[config.mk]
export PLATFORM = sky130hd
export DESIGN_NAME = vga_timing_gen
export DESIGN_NICKNAME = d
export VERILOG_FILES = /design/src/rtl/vga_timing_pkg.sv /design/src/rtl/vga_axis_counter.sv /design/src/rtl/vga_timing_gen.sv
export SDC_FILE = /design/constraint.sdc
export NUM_CORES = 1
export LEC_CHECK = 0
export ABC_CLOCK_PERIOD_IN_PS = 2700
export CAP_MARGIN = 20
export CORE_MARGIN = 3
export CORE_UTILIZATION = 46
export CTS_CLUSTER_SIZE = 25
export DETAILED_ROUTE_END_ITERATION = 6
export PLACE_DENSITY = 0.79
export SYNTH_ARGS = -nofsm -noshare
export SYNTH_HDL_FRONTEND = slang
export SYNTH_SLANG_ARGS = --single-unit
[constraint.sdc]
create_clock -name clk50 -period 2.7 [get_ports clk50]
set_input_delay 0.27 -clock clk50 [delete_from_list [all_inputs] [get_ports clk50]]
set_output_delay 0.27 -clock clk50 [all_outputs]
set_load 0.005 [all_outputs]
[src/rtl/vga_timing_pkg.sv]
// Shared VGA timing types and the default 640x480@60 constants.
// Used by vga_axis_counter and vga_timing_gen.
package vga_timing_pkg;

  localparam int DEF_H_ACTIVE = 640;
  localparam int DEF_H_FP     = 16;
  localparam int DEF_H_SYNC   = 96;
  localparam int DEF_H_BP     = 48;
  localparam int DEF_V_ACTIVE = 480;
  localparam int DEF_V_FP     = 10;
  localparam int DEF_V_SYNC   = 2;
  localparam int DEF_V_BP     = 33;

  // One display axis, ordered as it is scanned: visible, front porch, sync, back porch.
  typedef struct packed {
    int active;
    int fp;
    int sync;
    int bp;
  } vga_axis_t;

  function automatic int axis_total(vga_axis_t a);
    return a.active + a.fp + a.sync + a.bp;
  endfunction

  localparam vga_axis_t DEF_H_AXIS = '{active: DEF_H_ACTIVE, fp: DEF_H_FP,
                                       sync: DEF_H_SYNC, bp: DEF_H_BP};
  localparam vga_axis_t DEF_V_AXIS = '{active: DEF_V_ACTIVE, fp: DEF_V_FP,
                                       sync: DEF_V_SYNC, bp: DEF_V_BP};

endpackage

[src/rtl/vga_axis_counter.sv]
// Position counter for one VGA axis with terminal-count, visible-region
// and sync-window flags decoded combinationally from the count.
module vga_axis_counter
  import vga_timing_pkg::*;
#(
  parameter vga_axis_t AXIS = DEF_H_AXIS,
  parameter int        W    = $clog2(axis_total(AXIS))
) (
  input  logic         clk50,
  input  logic         reset,
  input  logic         clear,
  input  logic         step,
  output logic [W-1:0] count,
  output logic         tc,
  output logic         active,
  output logic         in_sync
);

  localparam logic [W-1:0] LAST       = W'(axis_total(AXIS) - 1);
  localparam logic [W-1:0] ACTIVE_END = W'(AXIS.active);
  localparam logic [W-1:0] SYNC_FIRST = W'(AXIS.active + AXIS.fp);
  localparam logic [W-1:0] SYNC_LAST  = W'(AXIS.active + AXIS.fp + AXIS.sync - 1);

  // NOTE: state uses non-blocking assignments so every flop samples pre-edge values.
  always_ff @(posedge clk50 or posedge reset) begin
    if (reset) begin
      count <= '0;
    end else if (clear) begin
      count <= '0;
    end else if (step) begin
      count <= tc ? '0 : count + 1'b1;
    end
  end

  assign tc      = (count == LAST);
  assign active  = (count < ACTIVE_END);
  assign in_sync = (count >= SYNC_FIRST) && (count <= SYNC_LAST);

endmodule

[src/rtl/vga_timing_gen.sv]
// VGA timing generator: pixel divider from clk50, h/v counters, sync/blank pins and strobes.
// Define VGA_TIMING_FRAME_CNT_EN to build the 16-bit completed-frame counter.
module vga_timing_gen
  import vga_timing_pkg::*;
#(
  parameter int H_ACTIVE = DEF_H_ACTIVE,
  parameter int H_FP     = DEF_H_FP,
  parameter int H_SYNC   = DEF_H_SYNC,
  parameter int H_BP     = DEF_H_BP,
  parameter int V_ACTIVE = DEF_V_ACTIVE,
  parameter int V_FP     = DEF_V_FP,
  parameter int V_SYNC   = DEF_V_SYNC,
  parameter int V_BP     = DEF_V_BP,
  parameter int CLK_DIV  = 2,
  parameter int HS_POL   = 0,
  parameter int VS_POL   = 0
) (
  input  logic                                              clk50,
  input  logic                                              reset,
  input  logic                                              enable,
  output logic [$clog2(H_ACTIVE+H_FP+H_SYNC+H_BP)-1:0]      hcount,
  output logic [$clog2(V_ACTIVE+V_FP+V_SYNC+V_BP)-1:0]      vcount,
  output logic                                              vga_clk,
  output logic                                              vga_hs,
  output logic                                              vga_vs,
  output logic                                              vga_blank_n,
  output logic                                              vga_sync_n,
  output logic                                              pix_en,
  output logic                                              line_start,
  output logic                                              frame_start,
  output logic                                              vblank_start,
  output logic [15:0]                                       frame_cnt
);

  localparam vga_axis_t H_AXIS = '{active: H_ACTIVE, fp: H_FP, sync: H_SYNC, bp: H_BP};
  localparam vga_axis_t V_AXIS = '{active: V_ACTIVE, fp: V_FP, sync: V_SYNC, bp: V_BP};
  localparam int HCW = $clog2(axis_total(H_AXIS));
  localparam int VCW = $clog2(axis_total(V_AXIS));
  localparam int DW  = $clog2(CLK_DIV);

  localparam logic [DW-1:0]  DIV_LAST = DW'(CLK_DIV - 1);
  localparam logic [DW-1:0]  DIV_HALF = DW'(CLK_DIV / 2);
  localparam logic [VCW-1:0] V_BLANK  = VCW'(V_ACTIVE);
  localparam logic           HS_ON    = 1'(HS_POL);
  localparam logic           VS_ON    = 1'(VS_POL);

  logic [DW-1:0] div_cnt;
  logic          h_tc, h_active, h_sync;
  logic          v_tc, v_active, v_sync;
  logic          run;

  always_ff @(posedge clk50 or posedge reset) begin
    if (reset) begin
      div_cnt <= '0;
    end else if (!enable) begin
      div_cnt <= '0;
    end else begin
      div_cnt <= (div_cnt == DIV_LAST) ? '0 : div_cnt + 1'b1;
    end
  end

  assign pix_en = enable && (div_cnt == DIV_LAST);

  vga_axis_counter #(.AXIS(H_AXIS), .W(HCW)) u_h_axis (
    .clk50   (clk50),
    .reset   (reset),
    .clear   (!enable),
    .step    (pix_en),
    .count   (hcount),
    .tc      (h_tc),
    .active  (h_active),
    .in_sync (h_sync)
  );

  vga_axis_counter #(.AXIS(V_AXIS), .W(VCW)) u_v_axis (
    .clk50   (clk50),
    .reset   (reset),
    .clear   (!enable),
    .step    (pix_en && h_tc),
    .count   (vcount),
    .tc      (v_tc),
    .active  (v_active),
    .in_sync (v_sync)
  );

  // Outputs are masked by reset too, so the pins are safe before any edge arrives.
  assign run          = enable && !reset;
  assign vga_clk      = (div_cnt >= DIV_HALF);
  assign vga_hs       = (run && h_sync) ? HS_ON : ~HS_ON;
  assign vga_vs       = (run && v_sync) ? VS_ON : ~VS_ON;
  assign vga_sync_n   = vga_vs;
  assign vga_blank_n  = run && h_active && v_active;
  assign line_start   = run && (hcount == '0) && (div_cnt == '0);
  assign frame_start  = line_start && (vcount == '0);
  assign vblank_start = line_start && (vcount == V_BLANK);

`ifdef VGA_TIMING_FRAME_CNT_EN
  always_ff @(posedge clk50 or posedge reset) begin
    if (reset) begin
      frame_cnt <= '0;
    end else if (pix_en && h_tc && v_tc) begin
      frame_cnt <= frame_cnt + 16'd1;
    end
  end
`else
  logic unused_v_tc;
  assign unused_v_tc = v_tc;
  assign frame_cnt   = '0;
`endif

endmodule

# Word level (Yosys, flattened, before mapping)
# Cells that the tools add are included.
[totals]
ff_bits = 21
latch_bits = 0
ram_bits = 0
romBits = 0
inputBits = 3
output_inout_bits = 45
word_cells = 45
mem_count = 0
[op_classes]
addsub = 3
mul = 0
div = 0
order_cmp = 7
n_eq_ne = 5
shifts = 0
n_mux = 10
n_bitwise = 1
reduce_logical = 16
[ops]
columns = ["operator", "count"]
rows = [
  ["10-bit 2-to-1 mux", 6],
  ["10-bit by 1-bit adder with 10-bit output (second input constant)", 2],
  ["10-bit == test (second input constant)", 2],
  ["10-bit logical NOT", 2],
  ["1-bit logical AND", 13],
  ["10-bit by 9-bit == test with 1-bit output (second input constant)", 1],
  ["10-bit greater-or-equal comparator (second input constant)", 1],
  ["10-bit by 9-bit greater-or-equal comparator with 1-bit output (second input constant)", 1],
  ["10-bit less-or-equal comparator (second input constant)", 1],
  ["10-bit by 9-bit less-or-equal comparator with 1-bit output (second input constant)", 1],
  ["10-bit < comparator (second input constant)", 1],
  ["10-bit by 9-bit < comparator with 1-bit output (second input constant)", 1],
  ["1-bit 2-to-1 mux", 4],
  ["2-bit by 1-bit inequality test with 1-bit output (second input constant)", 2],
  ["1-bit adder (second input constant)", 1],
  ["1-bit greater-or-equal comparator (second input constant)", 1],
  ["1-bit logical NOT", 1],
  ["1-bit NOT", 1],
]

# Logic depth before layout (Yosys ltp)
# Gate-level depths: netlist of run 1.
[depth]
ltp_word = 5
ltp_mapped = 6
mapped_depth_nobuf = 6

# By module
# A second synthesis of run 1 with hierarchy kept.
[hier_totals]
hier_cells = 179
area_unflattened_um2 = 1574.0
[by_module_without_submodules]
columns = ["module", "instances", "cells_per_inst", "area_each_um2", "seq_area_each_um2"]
rows = [
  ["vga_axis_counter at u_h_axis", 1, 68, 654.4, 250.2],
  ["vga_axis_counter at u_v_axis", 1, 70, 609.3, 250.2],
  ["vga_timing_gen", 1, 41, 310.3, 25.0],
]

# Worst setup path before layout of run 1
# OpenSTA, ideal clock, no wires.
[synth_timing]
path_kind = "flip-flop to flip-flop"
from = "reg u_v_axis.count[0]"
to = "reg u_v_axis.count[0]"
setup_time_ns = 0.125
arrival_time_ns = 1.769
required_time_ns = 2.575
path_slack_ns = 0.806
path_stages_with_launch = 7
n_path_buf = 0
synth_period_minus_slack_ns = 1.894
path_cell_list = "dfrtp_1 > inv_1 > ha_1 > or4b_4 > nor3_4 > nor2_2 > mux2_2"
[synth_via]
elab_chain_cells = 4
elab_cells_between_ends = 5
classes_between = "add/sub: 1; eq/ne: 1; mux: 3"
[synth_rtl]
columns = ["element", "line", "rtl"]
rows = [
  ["start: declaration", "vga_axis_counter.sv:13", "output logic [W-1:0] count,"],
  ["start signal: assignment", "vga_axis_counter.sv:31", "count <= tc ? '0 : count + 1'b1;"],
  ["10-bit by 1-bit adder with 10-bit output / 10-bit == test (equally long branches)", "vga_axis_counter.sv:31, vga_axis_counter.sv:35", ""],
  ["10-bit 2-to-1 mux *", "vga_axis_counter.sv:31", ""],
  ["10-bit 2-to-1 mux *", "vga_axis_counter.sv:30", "end else if (step) begin"],
  ["10-bit 2-to-1 mux *", "vga_axis_counter.sv:28", "end else if (clear) begin"],
]
# Every way passes the cells marked *; elsewhere a longest branch is shown, timed or not. The select of a mux whose other input is x is not followed.
# A chain may end at the register's enable or synchronous reset.

# Worst setup path in the final report of run 1
[layout_timing]
from = "reg u_v_axis.count[0]"
to = "out frame_start"
[layout_via]
elab_chain_cells = 2
[layout_rtl]
columns = ["element", "line", "rtl"]
rows = [
  ["10-bit logical NOT", "vga_timing_gen.sv:94", "assign frame_start = line_start && (vcount == '0);"],
  ["1-bit logical AND", "vga_timing_gen.sv:94", ""],
  ["end: declaration", "vga_timing_gen.sv:30", "output logic frame_start,"],
]
# Every way passes these cells.

==> results of run 1 <==
[worst paths after layout]
path | from | end | slack [ns]
worst max-delay path | u_v_axis.count[0]$_DFFE_PP0P_ | frame_start | 0.12
worst min-delay path | reset | div_cnt$_DFF_PP0_ | 0.46
worst max register to register | u_h_axis.count[1]$_DFFE_PP0P_ | u_v_axis.count[7]$_DFFE_PP0P_ | 0.53
worst min register to register | u_h_axis.count[1]$_DFFE_PP0P_ | u_h_axis.count[1]$_DFFE_PP0P_ | 0.58
max in group asynchronous | reset | u_v_axis.count[1]$_DFFE_PP0P_ | 1.71
min in group clk50 | u_h_axis.count[1]$_DFFE_PP0P_ | u_h_axis.count[1]$_DFFE_PP0P_ | 0.58
[cells in the mapped netlist]
master                      instances  area [sq um]
sky130_fd_sc_hd__nor4_1             4          25.0
sky130_fd_sc_hd__and4b_1            1          10.0
sky130_fd_sc_hd__or3_1              3          18.8
sky130_fd_sc_hd__or2_2              2          12.5
sky130_fd_sc_hd__xnor2_1            6          52.6
sky130_fd_sc_hd__o21ai_0            6          30.0
sky130_fd_sc_hd__buf_4             17           128
sky130_fd_sc_hd__a21o_1             3          22.5
sky130_fd_sc_hd__nor3_1             7          35.0
sky130_fd_sc_hd__o31ai_1            4          30.0
sky130_fd_sc_hd__o21bai_1           1          7.51
sky130_fd_sc_hd__nand3_1            7          35.0
sky130_fd_sc_hd__nor2_2             1          6.26
sky130_fd_sc_hd__clkbuf_1           2          7.51
sky130_fd_sc_hd__and3_1             4          25.0
sky130_fd_sc_hd__mux2_2             1          11.3
sky130_fd_sc_hd__ha_1               5          62.6
sky130_fd_sc_hd__dfrtp_1           21           526
sky130_fd_sc_hd__nand4_1            6          37.5
sky130_fd_sc_hd__and2_1             3          18.8
sky130_fd_sc_hd__nor3b_1            2          15.0
sky130_fd_sc_hd__nand2_1           11          41.3
sky130_fd_sc_hd__xor2_1             1          8.76
sky130_fd_sc_hd__conb_1             1          3.75
sky130_fd_sc_hd__nor4b_1            4          35.0
sky130_fd_sc_hd__or4b_4             1          13.8
sky130_fd_sc_hd__a21oi_1            2          10.0
sky130_fd_sc_hd__inv_1              7          26.3
sky130_fd_sc_hd__and4_1             1          8.76
sky130_fd_sc_hd__o31a_1             1          8.76
sky130_fd_sc_hd__a31oi_1            1          6.26
sky130_fd_sc_hd__nor3_4             1          16.3
sky130_fd_sc_hd__nand2b_1           1          6.26
sky130_fd_sc_hd__o31ai_2            1          12.5
sky130_fd_sc_hd__o2111ai_1          1          8.76
sky130_fd_sc_hd__nor2_1             6          22.5
sky130_fd_sc_hd__a31o_2             1          8.76
sky130_fd_sc_hd__o21a_1             2          15.0
sky130_fd_sc_hd__buf_2              2          10.0
sky130_fd_sc_hd__a22o_1             7          61.3
sky130_fd_sc_hd__nor2b_1            2          12.5
sky130_fd_sc_hd__o311ai_0           2          17.5
[routing by layer]
metal | up-vias | share of wire | global-route usage
met5 | - | 0 | 0
met4 | 0 | 0.0071 | 0.0386
met3 | 4 | 0.071 | 0.0414
met2 | 49 | 0.48 | 0.294
met1 | 644 | 0.44 | 0.251
li1 | 642 | - | -
[power by group through the flow]
| stage | combinational, uW | sequential (uW) | clock (uW) |
|---|---|---|---|
| 6_report | 64.2 | 322 | 155 |
| 2_1_floorplan | 48.2 | 329 | 0 |
| 4_1_cts | 61.5 | 322 | 160 |
| 3_3_place_gp | 57.1 | 329 | 0 |
| 5_1_grt | 72.1 | 323 | 168 |
| 3_5_place_dp | 57.4 | 330 | 0 |
[state kept, by name, indices dropped and copies added (netlist names)]
| name | count |
|---|---|
| u_h_axis.count | 10 |
| div_cnt | 1 |
| u_v_axis.count | 10 |
[what timing repair did]
| action | CTS | global route |
|---|---|---|
| setup endpoints to repair | 1 | 2 |
| buffers inserted | 1 | 6 |
| gates resized for setup | 0 | 6 |
[per-stage QoR]
stage,setup WS [ns],cells
finish,0.125,243
global route,0.00536,243
CTS,0.0265,237
detailed placement,0.268,232
global placement,0.268,232
floorplan,0.806,177
[final cells by class]
| cell class | count | share of cell area |
|---|---|---|
| well taps | 42 | 0.0281 |
| flip-flops and latches | 21 | 0.282 |
| clock buffers | 3 | 0.0120 |
| multi-input cells | 128 | 0.456 |
| inverters | 7 | 0.0140 |
| repair buffers | 41 | 0.206 |
| clock inverters | 1 | 0.00267 |
[kinds of logic after synthesis]
kind of cell	Yosys count
xor gates and xnor gates	7
adders and majority gates	5
AOI/OAI and AO/OA	32
buffers and inverters	28
muxes	1
and+or+nand+nor	67
other	1
DFF	21
[critical path: cells and delay by family, from the launching register on]
family,cells,cell delay (ns)
AND/OR/NAND/NOR,2,0.75
buffers and inverters,2,0.62
flip-flops,1,0.47
adder cells (fa/ha/maj),1,0.15
==> results list, run 1 <==
- Maximum resistive drop on vdd: roughly 310 uV
- Area inside the core boundary: between 2000 and 3000 sq um
- In the final routed layout, each cell accounts on average for 14.6 um.
- Residual overflow from global routing: 0
* Final RePlAce weighted congestion: 0.912
* Hold WC Path Type: primary input to async pin
- In this run the power density over the cells is around 290 nW/um^2.
- Vias per cell: around 5.5
- TritonCTS clock tree: yes
* Clock transition at the registers of the reported paths: 0.12 ns
* Overall power consumption: ~540 uW
- Share of synthesized area occupied by flip-flops and latches: 0.357
* Vias post-DR: 1339
- The detailed router finished its first iteration with between 60 and 70 violations.
* Most frequent cells in the layout: sky130_fd_sc_hd__clkdlybuf4s50_1, sky130_fd_sc_hd__dfrtp_1, sky130_fd_sc_hd__conb_1
- The number of clock buffers added by TritonCTS is 3.
- Of the total power, the clock network draws 0.286.
- Minimum period implied by the final worst setup slack: 2.58 ns
- In the final design database the tool counted 210 nets.
- Measured against its own limit, the worst slew margin works out to 0.477.
- The analysis attributes to cell leakage a power of ~0.00081 uW.
* Post-detailed-placement cell area: between 1500 and 2000 sq um
- In this run the core area contains 19 standard-cell rows.
* Number of synthesized register bits: 21
* Slowest cell delay on critical path: 0.53 ns
- The slowest stage of the critical path belongs to the cell sky130_fd_sc_hd__clkdlybuf4s50_1.
- I/O pin total: 48
- Multiplexer fraction of the synthesized cell area: 0.00766
* Width of the die: 62.5 um
- Setup violations remaining at the end of the flow were counted as 0.
- Of the total power, the share spent switching nets is 0.257.
* Area of combinational cells with multiple inputs: about 850 sq um
* Part of the total power dissipated in sequential elements: 0.595
- In this run the tool buffered the top-level ports with 31 buffer cells.
* Transition time at the pin with the least slew margin: 0.784 ns
* Synthesized area per cell: 9.08 sq um
- Synthesis produced a netlist whose cell count is between 150 and 200.
* Diode insertion count for antenna repair: 0
* Run status: complete, no violations
- Critical path launch point type: flip-flop
- Data arrival at the endpoint of the critical path: between 2 and 2.5 ns
* Cell area after layout: around 1900 sq um
* Hold buffers post-CTS: 0
- The detail route stage leaves a number of antenna-violating nets equal to 0.
* CP required: approximately 2.4 ns
- Depth of the worst register-to-register path: 6
- Maximum number of pins on one net before global-route repair: 22
- Initial antenna violation count: 0
* Final core occ: 0.646
- Die Area: ~4000 sq um
- Maximum clock frequency: between 0.3 and 0.4 GHz
- Simple-gate share of the synthesized area: 0.269
- CP max FO: 7
- The number of endpoints with negative hold slack in the final report came to 0.
- # H-tree levels: 1
- Clock network latency to the later pin of the worst-skew pair: 0.31 ns
- Worst setup path category: flip-flop to output pin
- CP Capture Type: output pin
* Largest family of logic cells by synthesized area: simple AND/OR/NAND/NOR gates
- Xor/xnor share of the synthesized area: 0.0417
- Walking the worst path, the cells encountered are inv_1 -> ha_1 -> or4b_4 -> nor4_2 -> clkdlybuf4s50_1.
- DIE HEIGHT: 62.5 um
* Internal Dissipation: 402 uW
- Fill cells in the final layout number about 250.
- Worst hold slack: about 0.46 ns
- The share of total power dissipated in combinational logic is 0.119.
- CTS sink count: 21
* First-pass iteration count of the detailed router: 4
- The first global-routing pass estimated 5900 um of wire.
* Residual DRC count: 0
- Worst Clk Skew: 0.0103 ns
* Final HPWL DP: around 2600 um
- Max Cap Violations: 0
* Clock Root Buffer: sky130_fd_sc_hd__clkbuf_4
* Via count of the first global-routing pass: 1194
- Layout cells sized above 1: 0.139
* Switch Pwr: roughly 140 uW
- Setup repair after global routing missed its margin: no
* Post-route fraction of the period consumed by the critical path: 0.954
- Aggregate global-route resource usage: 0.183
- Starting utilization of the core area: 0.507
* Most common library cell in the layout ignoring fill and taps: sky130_fd_sc_hd__clkdlybuf4s50_1
* Area growth from synthesis to layout: 27.4%
- In the final layout, flip-flops and latches occupy 528 sq um.
* Final total negative setup slack: 0 ns
- Yosys printed 0 warnings.
- Final-report max-slew violation count: 0
* Post-synthesis compound-gate area fraction: 0.163
- The number of different library cells used by synthesis comes to 42.
* Maximum count of clock buffers along a single path: 2
- Of the total synthesized cell area, the portion taken by full adders, half adders and majority gates is 0.0426.
* Netlist Area Pre-Place: roughly 1500 sq um
- Routed wire length: ~3500 um
Power figures use the tool's default switching activity.
==> inputs of run 2 (changes only) <==
--- a/config.mk
+++ b/config.mk
@@ -5,7 +5,7 @@
 export SDC_FILE = /design/constraint.sdc
 export NUM_CORES = 1
 export LEC_CHECK = 0
-export ABC_CLOCK_PERIOD_IN_PS = 2700
+export ABC_CLOCK_PERIOD_IN_PS = 2400
 export CAP_MARGIN = 20
 export CORE_MARGIN = 3
 export CORE_UTILIZATION = 46
==> constraint.sdc (replaced) <==
create_clock -name clk50 -period 2.4 [get_ports clk50]
set_input_delay 0.24 -clock clk50 [delete_from_list [all_inputs] [get_ports clk50]]
set_output_delay 0.24 -clock clk50 [all_outputs]
set_load 0.005 [all_outputs]
==> results list, run 2 (synthesis results as in run 1) <==
- The internal cell power is 458 uW (was 402 uW).
- Number of filler cells placed in the layout: 257 (was 253)
- First-pass GRT wire length: 5720 um (was 5900 um)
- Most common library cell in the layout ignoring fill and taps: sky130_fd_sc_hd__clkdlybuf4s50_1 (unchanged)
- Largest registers in the final layout: u_h_axis.count x10, u_v_axis.count x10, div_cnt x1 (unchanged).
- Hold WC Path Type: primary input to async pin (unchanged)
- Proportion of power drawn by the clock network: 0.276 (was 0.286)
- Aggregate global-route resource usage: 0.175 (was 0.183)
- Combinational fraction of design power: 0.128 (was 0.119)
- The clock-pin slew of the registers on the worst-case setup and hold paths was 0.11 ns (was 0.12 ns).
* Worst-case headroom to the max-slew limit: 0.475 (was 0.477)
* Run status: complete, no violations (unchanged)
- CP Capture Type: output pin (unchanged)
- The number of endpoints failing setup at the final stage is 0 (unchanged).
* Depth of the worst register-to-register path: 6 (unchanged)
- Area growth from synthesis to layout: 28.3% (was 27.4%)
* Max Cap Violations: 0 (unchanged)
- The fraction of power spent switching nets came to 0.245 (was 0.257).
* Residual overflow from global routing: 0 (unchanged)
* Initial antenna violation count: 0 (unchanged)
- Residual DRC count: 0 (unchanged)
* CP required: 2.16 ns (was 2.43 ns)
- WL met1: 1510 um (was 1560 um)
- Total clock buffers created by CTS: 3 (unchanged)
* Part of the total power dissipated in sequential elements: 0.596 (was 0.595)
* First-pass iteration count of the detailed router: 4 (unchanged)
- Leakage power of the design: 0.000837 uW (was 0.000806 uW)
* Vias per cell: 5.49 (was 5.51)
- Critical Path Source: u_h_axis.count[1]$_DFFE_PP0P_ (was u_v_axis.count[0]$_DFFE_PP0P_)
- The weighted congestion at the end of routability-driven global placement was 0.897 (was 0.912).
- # H-tree levels: 1 (unchanged)
* Vias post-DR: 1362 (was 1339)
- The overall die width was 62.5 um (unchanged).
* Most frequent cells in the layout: sky130_fd_sc_hd__clkdlybuf4s50_1, sky130_fd_sc_hd__dfrtp_1, sky130_fd_sc_hd__conb_1 (unchanged)
* Number of nets with antenna violations after routing: 0 (unchanged)
* Area inside the core boundary: 2900 sq um (unchanged)
- The TritonCTS sink count is 21 (unchanged).
- The final HPWL from detailed placement was 2700 um (was 2590 um).
* Critical path launch point type: flip-flop (unchanged)
- The number of endpoints with negative hold slack in the final report was 0 (unchanged).
- Final total negative setup slack: 0 ns (unchanged)
- DIE HEIGHT: 62.5 um (unchanged)
- Avg WL per Cell: 13.9 um (was 14.6 um)
- Post-route fraction of the period consumed by the critical path: 0.974
* Clock network latency to the later pin of the worst-skew pair: 0.30 ns (was 0.31 ns)
- CP max FO: 2 (was 7)
- Final-report max-slew violation count: 0 (unchanged)
- The final antenna diode count came to 0 (unchanged).
- Layout cells sized above 1: 0.131 (was 0.139)
- The count of boundary I/O pins came to 48 (unchanged).
- Die Area: 3910 sq um (unchanged)
- The TritonCTS clock tree is yes (unchanged).
- The clock root buffer was sky130_fd_sc_hd__clkbuf_4 (unchanged).
- The routed wire length was 3440 um (was 3540 um).
- Data arrival at the endpoint of the critical path: 2.10 ns (was 2.31 ns)
* R2r startpoint: u_v_axis.count[0]$_DFFE_PP0P_ (was u_h_axis.count[1]$_DFFE_PP0P_)
- The wire length on met2 is 1670 um (was 1700 um).
- Met3 routed wirelength: 249 um (was 252 um)
- The highest metal layer used by the detailed router was met4 (unchanged).
- Via count of the first global-routing pass: 1195 (was 1194)
- PwrDens: 321 nW/um^2 (was 289 nW/um^2)
- Count of buffers from port buffering: 31 (unchanged)
- The number of placement rows was 19 (unchanged).
- The switching power of the nets came to 148 uW (was 139 uW).
- The path type of the worst setup path is flip-flop to output pin (unchanged).
- Worst reg2reg setup slack: 0.43 ns (was 0.53 ns)
* Worst Clk Skew: 0.00697 ns (was 0.0103 ns)
- The worst ir drop on vdd came to 362 uV (was 305 uV).
- Hold buffers post-CTS: 0 (unchanged)
- The pin slew with the least headroom to its limit is 0.786 ns (was 0.784 ns).
- The maximum count of clock buffers along a single path was 2 (unchanged).
* Minimum period implied by the final worst setup slack: 2.34 ns
- Initial DRC count: 72 (was 62)
* Maximum clock frequency: approximately 0.43 GHz
- The number of nets in the final layout is 215 (was 210).
- Maximum number of pins on one net before global-route repair: 22 (unchanged)
- Overall power consumption: 606 uW (was 541 uW)
* Starting utilization of the core area: 0.507 (unchanged)
==> run 2: changes by cell type in the layout (fill, tap and decap cells not counted), sizes merged <==
| cell | delta |
|---|---|
| buf | +5 |
| dlygate4sd2 | +2 |
| clkinv | -1 |
| clkbuf | +1 |
| clkdlybuf4s50 | -2 |
==> run 2: final cells by class <==
class | count | area (sq um) | share of cell area
inverter | 7 | 26.3 | 0.0139
multi-input combinational | 128 | 836 | 0.443
sequential | 21 | 526 | 0.279
tap | 42 | 52.6 | 0.0279
timing repair buffer | 46 | 420 | 0.223
clock buffer | 4 | 26.3 | 0.0139
==> run 2: per-layer routing <==
layer / up-vias / track usage
li1: 650 / -
met1: 650 / 0.235
met2: 60 / 0.298
met3: 2 / 0.0396
met4: 0 / 0.0138
met5: - / 0
==> run 2: worst paths after layout <==
kind	to
max	line_start
min	u_h_axis.count[4]$_DFFE_PP0P_
max reg2reg	u_v_axis.count[0]$_DFFE_PP0P_
min reg2reg	u_v_axis.count[8]$_DFFE_PP0P_
max in group asynchronous	u_v_axis.count[3]$_DFFE_PP0P_
min in group clk50	u_v_axis.count[8]$_DFFE_PP0P_
==> run 2: power by group through the flow <==
| stage | combinational (uW) | sequential, uW | clock [uW] |
|---|---|---|---|
| after floorplan | 54.2 | 370 | 0 |
| after global placement | 73.4 | 368 | 0 |
| after detailed placement | 76.0 | 368 | 0 |
| after CTS | 76.7 | 361 | 172 |
| after global routing | 85.9 | 362 | 185 |
| final | 77.8 | 361 | 167 |
==> run 2: what timing repair did <==
item / in CTS / in global routing
pin swaps: 1 / 1
setup endpoints to repair: 2 / 2
buffers inserted: 1 / 0
gates resized for setup: 2 / 1
==> run 2: through the flow <==
| stage | setup WS [ns] | hold WS (ns) | area, sq um | std cells | util |
|---|---|---|---|---|---|
| 6_report | 0.0624 | 0.539 | 1890 | 248 | 0.651 |
| 5_1_grt | -0.00745 | 0.627 | 1890 | 248 | 0.651 |
| 4_1_cts | 0.0569 | 0.579 | 1880 | 248 | 0.648 |
| 3_5_place_dp | 0.0186 | 0.563 | 1850 | 243 | 0.638 |
| 3_3_place_gp | 0.0254 | 0.554 | 1850 | 243 | 0.638 |
| 2_1_floorplan | 0.506 | 0.217 | 1530 | 177 | - |
==> run 2: critical path, cell delays in order, from the launching register on <==
cell and delay (ns):
sky130_fd_sc_hd__dfrtp_1 0.39, sky130_fd_sc_hd__inv_1 0.06, sky130_fd_sc_hd__ha_1 0.17, sky130_fd_sc_hd__nor4b_2 0.19, sky130_fd_sc_hd__and4_1 0.27, sky130_fd_sc_hd__buf_4 0.13, sky130_fd_sc_hd__buf_4 0.10, sky130_fd_sc_hd__clkdlybuf4s50_1 0.49
==> inputs of run 3 (changes only) <==
--- a/config.mk
+++ b/config.mk
@@ -5,13 +5,15 @@
 export SDC_FILE = /design/constraint.sdc
 export NUM_CORES = 1
 export LEC_CHECK = 0
-export ABC_CLOCK_PERIOD_IN_PS = 2400
+export ABC_CLOCK_PERIOD_IN_PS = 2900
 export CAP_MARGIN = 20
 export CORE_MARGIN = 3
-export CORE_UTILIZATION = 46
+export CORE_UTILIZATION = 49
 export CTS_CLUSTER_SIZE = 25
 export DETAILED_ROUTE_END_ITERATION = 6
-export PLACE_DENSITY = 0.79
+export MAX_ROUTING_LAYER = met4
+export PLACE_DENSITY = 0.83
+export SLEW_MARGIN = 20
 export SYNTH_ARGS = -nofsm -noshare
 export SYNTH_HDL_FRONTEND = slang
 export SYNTH_SLANG_ARGS = --single-unit
==> constraint.sdc (replaced) <==
create_clock -name clk50 -period 2.9 [get_ports clk50]
set_input_delay 0.29 -clock clk50 [delete_from_list [all_inputs] [get_ports clk50]]
set_output_delay 0.29 -clock clk50 [all_outputs]
set_load 0.005 [all_outputs]
==> results list, run 3 (synthesis results as in run 1) <==
- Residual overflow from global routing: 0 (unchanged)
* Total clock buffers created by CTS: 3 (unchanged)
- Avg WL per Cell: 15.1 um (was 13.9 um)
- Maximum clock frequency: around 0.36 GHz
* Most common library cell in the layout ignoring fill and taps: sky130_fd_sc_hd__clkdlybuf4s50_1 (unchanged)
- Site row count: 19 (unchanged)
* Width of the die: 60.8 um (was 62.5 um)
- Most frequent cells in the layout: sky130_fd_sc_hd__clkdlybuf4s50_1, sky130_fd_sc_hd__dfrtp_1, sky130_fd_sc_hd__conb_1 (unchanged)
- Initial antenna violation count: 0 (unchanged)
- The count of max-cap constraint violations is 0 (unchanged).
- Of the available clock period, the critical path in the final layout requires 0.952.
- Routed wire length: 3370 um (was 3440 um)
- The leakage power summed over all cells was 0.000759 uW (was 0.000837 uW).
- Worst setup path category: flip-flop to output pin (unchanged)
- Proportion of power drawn by the clock network: 0.286 (was 0.276)
* Worst-case headroom to the max-slew limit: 0.457 (was 0.475)
- The TritonCTS clock tree is yes (unchanged).
* Residual DRC count: 0 (unchanged)
- Worst hold slack: 0.487 ns (was 0.539 ns)
- Number of nets with antenna violations after routing: 0 (unchanged)
- The starting density of the core came to 0.524 (was 0.507).
* Number of cells in the finished layout apart from fillers: 224 (was 248)
- CTS sink count: 21 (unchanged)
- Subtracting the final worst setup slack from the clock period gives roughly 2.8 ns.
* Area growth from synthesis to layout: 20.9% (was 28.3%)
* CP required: 2.61 ns (was 2.16 ns)
* Hold buffers post-CTS: 0 (unchanged)
- The clock root buffer is sky130_fd_sc_hd__clkbuf_4 (unchanged).
* Layout cells sized above 1: 0.0725 (was 0.131)
- The count of cells along the worst register-to-register path was 5 (was 6).
* Hold WC Path Type: primary input to async pin (unchanged)
- Worst flop-to-flop path endpoint: u_v_axis.count[7]$_DFFE_PP0P_ (was u_v_axis.count[0]$_DFFE_PP0P_)
- Internal Dissipation: 373 uW (was 458 uW)
* Count of buffers from port buffering: 31 (unchanged)
- The final antenna diode count was 0 (unchanged).
- Sw frac: 0.251 (was 0.245)
- Capture point of the worst path: vblank_start (was line_start)
* Combinational fraction of design power: 0.108 (was 0.128)
- The total iterations of the first detailed-routing run came to 4 (unchanged).
* Worst slack at placement: 0.366 ns (was 0.0186 ns)
* Number of filler cells placed in the layout: 241 (was 257)
- DIE HEIGHT: 60.8 um (was 62.5 um)
* Via count of the first global-routing pass: 1224 (was 1195)
* Area inside the core boundary: 2810 sq um (was 2900 sq um)
- The maximum level of the CTS H-tree is 1 (unchanged).
- The total via count after detailed routing was 1330 (was 1362).
- I/O pin total: 48 (unchanged)
* Setup repair after global routing missed its margin: no
- Maximum number of pins on one net before global-route repair: 22 (unchanged)
- The first-pass GRT wire length is 5690 um (was 5720 um).
- Transition time at the pin with the least slew margin: 0.814 ns (was 0.786 ns)
* Maximum count of clock buffers along a single path: 2 (unchanged)
- The worst ir drop on vdd came to 151 uV (was 362 uV).
* Worst Clk Skew: 0.00821 ns (was 0.00697 ns)
* Critical path launch point type: flip-flop (unchanged)
* R2r startpoint: u_h_axis.count[0]$_DFFE_PP0P_ (was u_v_axis.count[0]$_DFFE_PP0P_)
- PwrDens: 280 nW/um^2 (was 321 nW/um^2)
- Worst reg2reg setup slack: 0.71 ns (was 0.43 ns)
- Final-report max-slew violation count: 0 (unchanged)
- CP max FO: 7 (was 2)
- The weighted congestion at the end of routability-driven global placement came to 0.834 (was 0.897).
* Final HPWL DP: 2590 um (was 2700 um)
* Number of nets in the finished design: 202 (was 215)
- The data arrival time of the critical path was 2.47 ns (was 2.10 ns).
- Final setup slack of the worst path: 0.138 ns (was 0.0624 ns)
- Critical Path Source: u_h_axis.count[0]$_DFFE_PP0P_ (was u_h_axis.count[1]$_DFFE_PP0P_)
- Switch Pwr: 125 uW (was 148 uW)
* Aggregate global-route resource usage: 0.207 (was 0.175)
- CP Capture Type: output pin (unchanged)
- Vias per cell: 5.94 (was 5.49)
- Clock transition at the registers of the reported paths: 0.12 ns (was 0.11 ns)
- Final core occ: 0.633 (was 0.651)
- Largest registers in the final layout: u_h_axis.count x10, u_v_axis.count x10, div_cnt x1 (unchanged)
- Placed Cells incl. Taps: 220 (was 243)
- Die Area: 3690 sq um (was 3910 sq um)
- Part of the total power dissipated in sequential elements: 0.605 (was 0.596)
- Clock network latency to the later pin of the worst-skew pair: 0.30 ns (about the same)
- The number of endpoints with negative hold slack in the final report is 0 (unchanged).
- Run status: complete, no violations (unchanged).
- Initial DRC count: 78 (was 72)
- Final total negative setup slack: 0 ns (unchanged)
- The number of endpoints failing setup at the final stage was 0 (unchanged).
run 3: cell types whose count changed in the layout (fill, tap and decap cells not counted):
cell	previous run	this run
sky130_fd_sc_hd__dlygate4sd2_1	2	0
sky130_fd_sc_hd__clkdlybuf4s50_1	29	31
sky130_fd_sc_hd__nor4b_1	3	4
sky130_fd_sc_hd__buf_4	15	2
sky130_fd_sc_hd__nor3_2	0	1
sky130_fd_sc_hd__nor3_1	7	6
sky130_fd_sc_hd__nor4b_2	1	0
run 3: area by class of cell:
type                            count  area, sq um  area share
Tap cell                           31         38.8      0.0218
Sequential cell                    21          526       0.296
Multi-Input combinational cell    128          835       0.470
Inverter                            7         26.3      0.0148
Clock buffer                        4         26.3      0.0148
Timing Repair Buffer               33          325       0.183
run 3: critical path, cell delays in order, from the launching register on:
cell and delay [ns]:
sky130_fd_sc_hd__dfrtp_1 0.47, sky130_fd_sc_hd__inv_1 0.10, sky130_fd_sc_hd__ha_1 0.14, sky130_fd_sc_hd__nor4b_1 0.24
sky130_fd_sc_hd__and4_1 0.25, sky130_fd_sc_hd__nand2b_1 0.09, sky130_fd_sc_hd__nor4b_1 0.32, sky130_fd_sc_hd__clkdlybuf4s50_1 0.56
run 3: what timing repair did:
action,4_1_cts,5_1_grt
setup endpoints to repair,0,1
buffers inserted,0,0
gates resized for setup,0,1
run 3: power by group through the flow:
stage	combinational, uW	sequential, uW	clock, uW
2_1_floorplan	44.8	306	0
3_3_place_gp	53.1	306	0
3_5_place_dp	53.5	307	0
4_1_cts	53.9	301	147
5_1_grt	61.3	302	159
6_report	53.9	301	143
run 3: stage by stage:
stage | area (sq um) | power (uW)
4_1_cts | 1770 | 502
3_3_place_gp | 1750 | 360
3_5_place_dp | 1750 | 360
6_report | 1780 | 498
5_1_grt | 1780 | 522
2_1_floorplan | 1530 | 351
run 3: how the worst min path moves through the flow:
| stage | to | slack (ns) | depth (start not counted) |
|---|---|---|---|
| after floorplan | div_cnt$_DFF_PP0_ | 0.27 | 1 |
| final | u_h_axis.count[2]$_DFFE_PP0P_ | 0.49 | 2 |
| after CTS | u_v_axis.count[0]$_DFFE_PP0P_ | 0.51 | 2 |
| after global placement | u_v_axis.count[8]$_DFFE_PP0P_ | 0.55 | 1 |
| after global routing | u_h_axis.count[4]$_DFFE_PP0P_ | 0.56 | 2 |
| after detailed placement | u_v_axis.count[8]$_DFFE_PP0P_ | 0.57 | 1 |
run 3: routing by layer:
layer,track usage,vias to the layer above,share of wire
met5,-,-,0
li1,-,620,-
met4,0.0650,0,0.0074
met3,0.0255,2,0.060
met1,0.269,653,0.43
met2,0.336,55,0.50
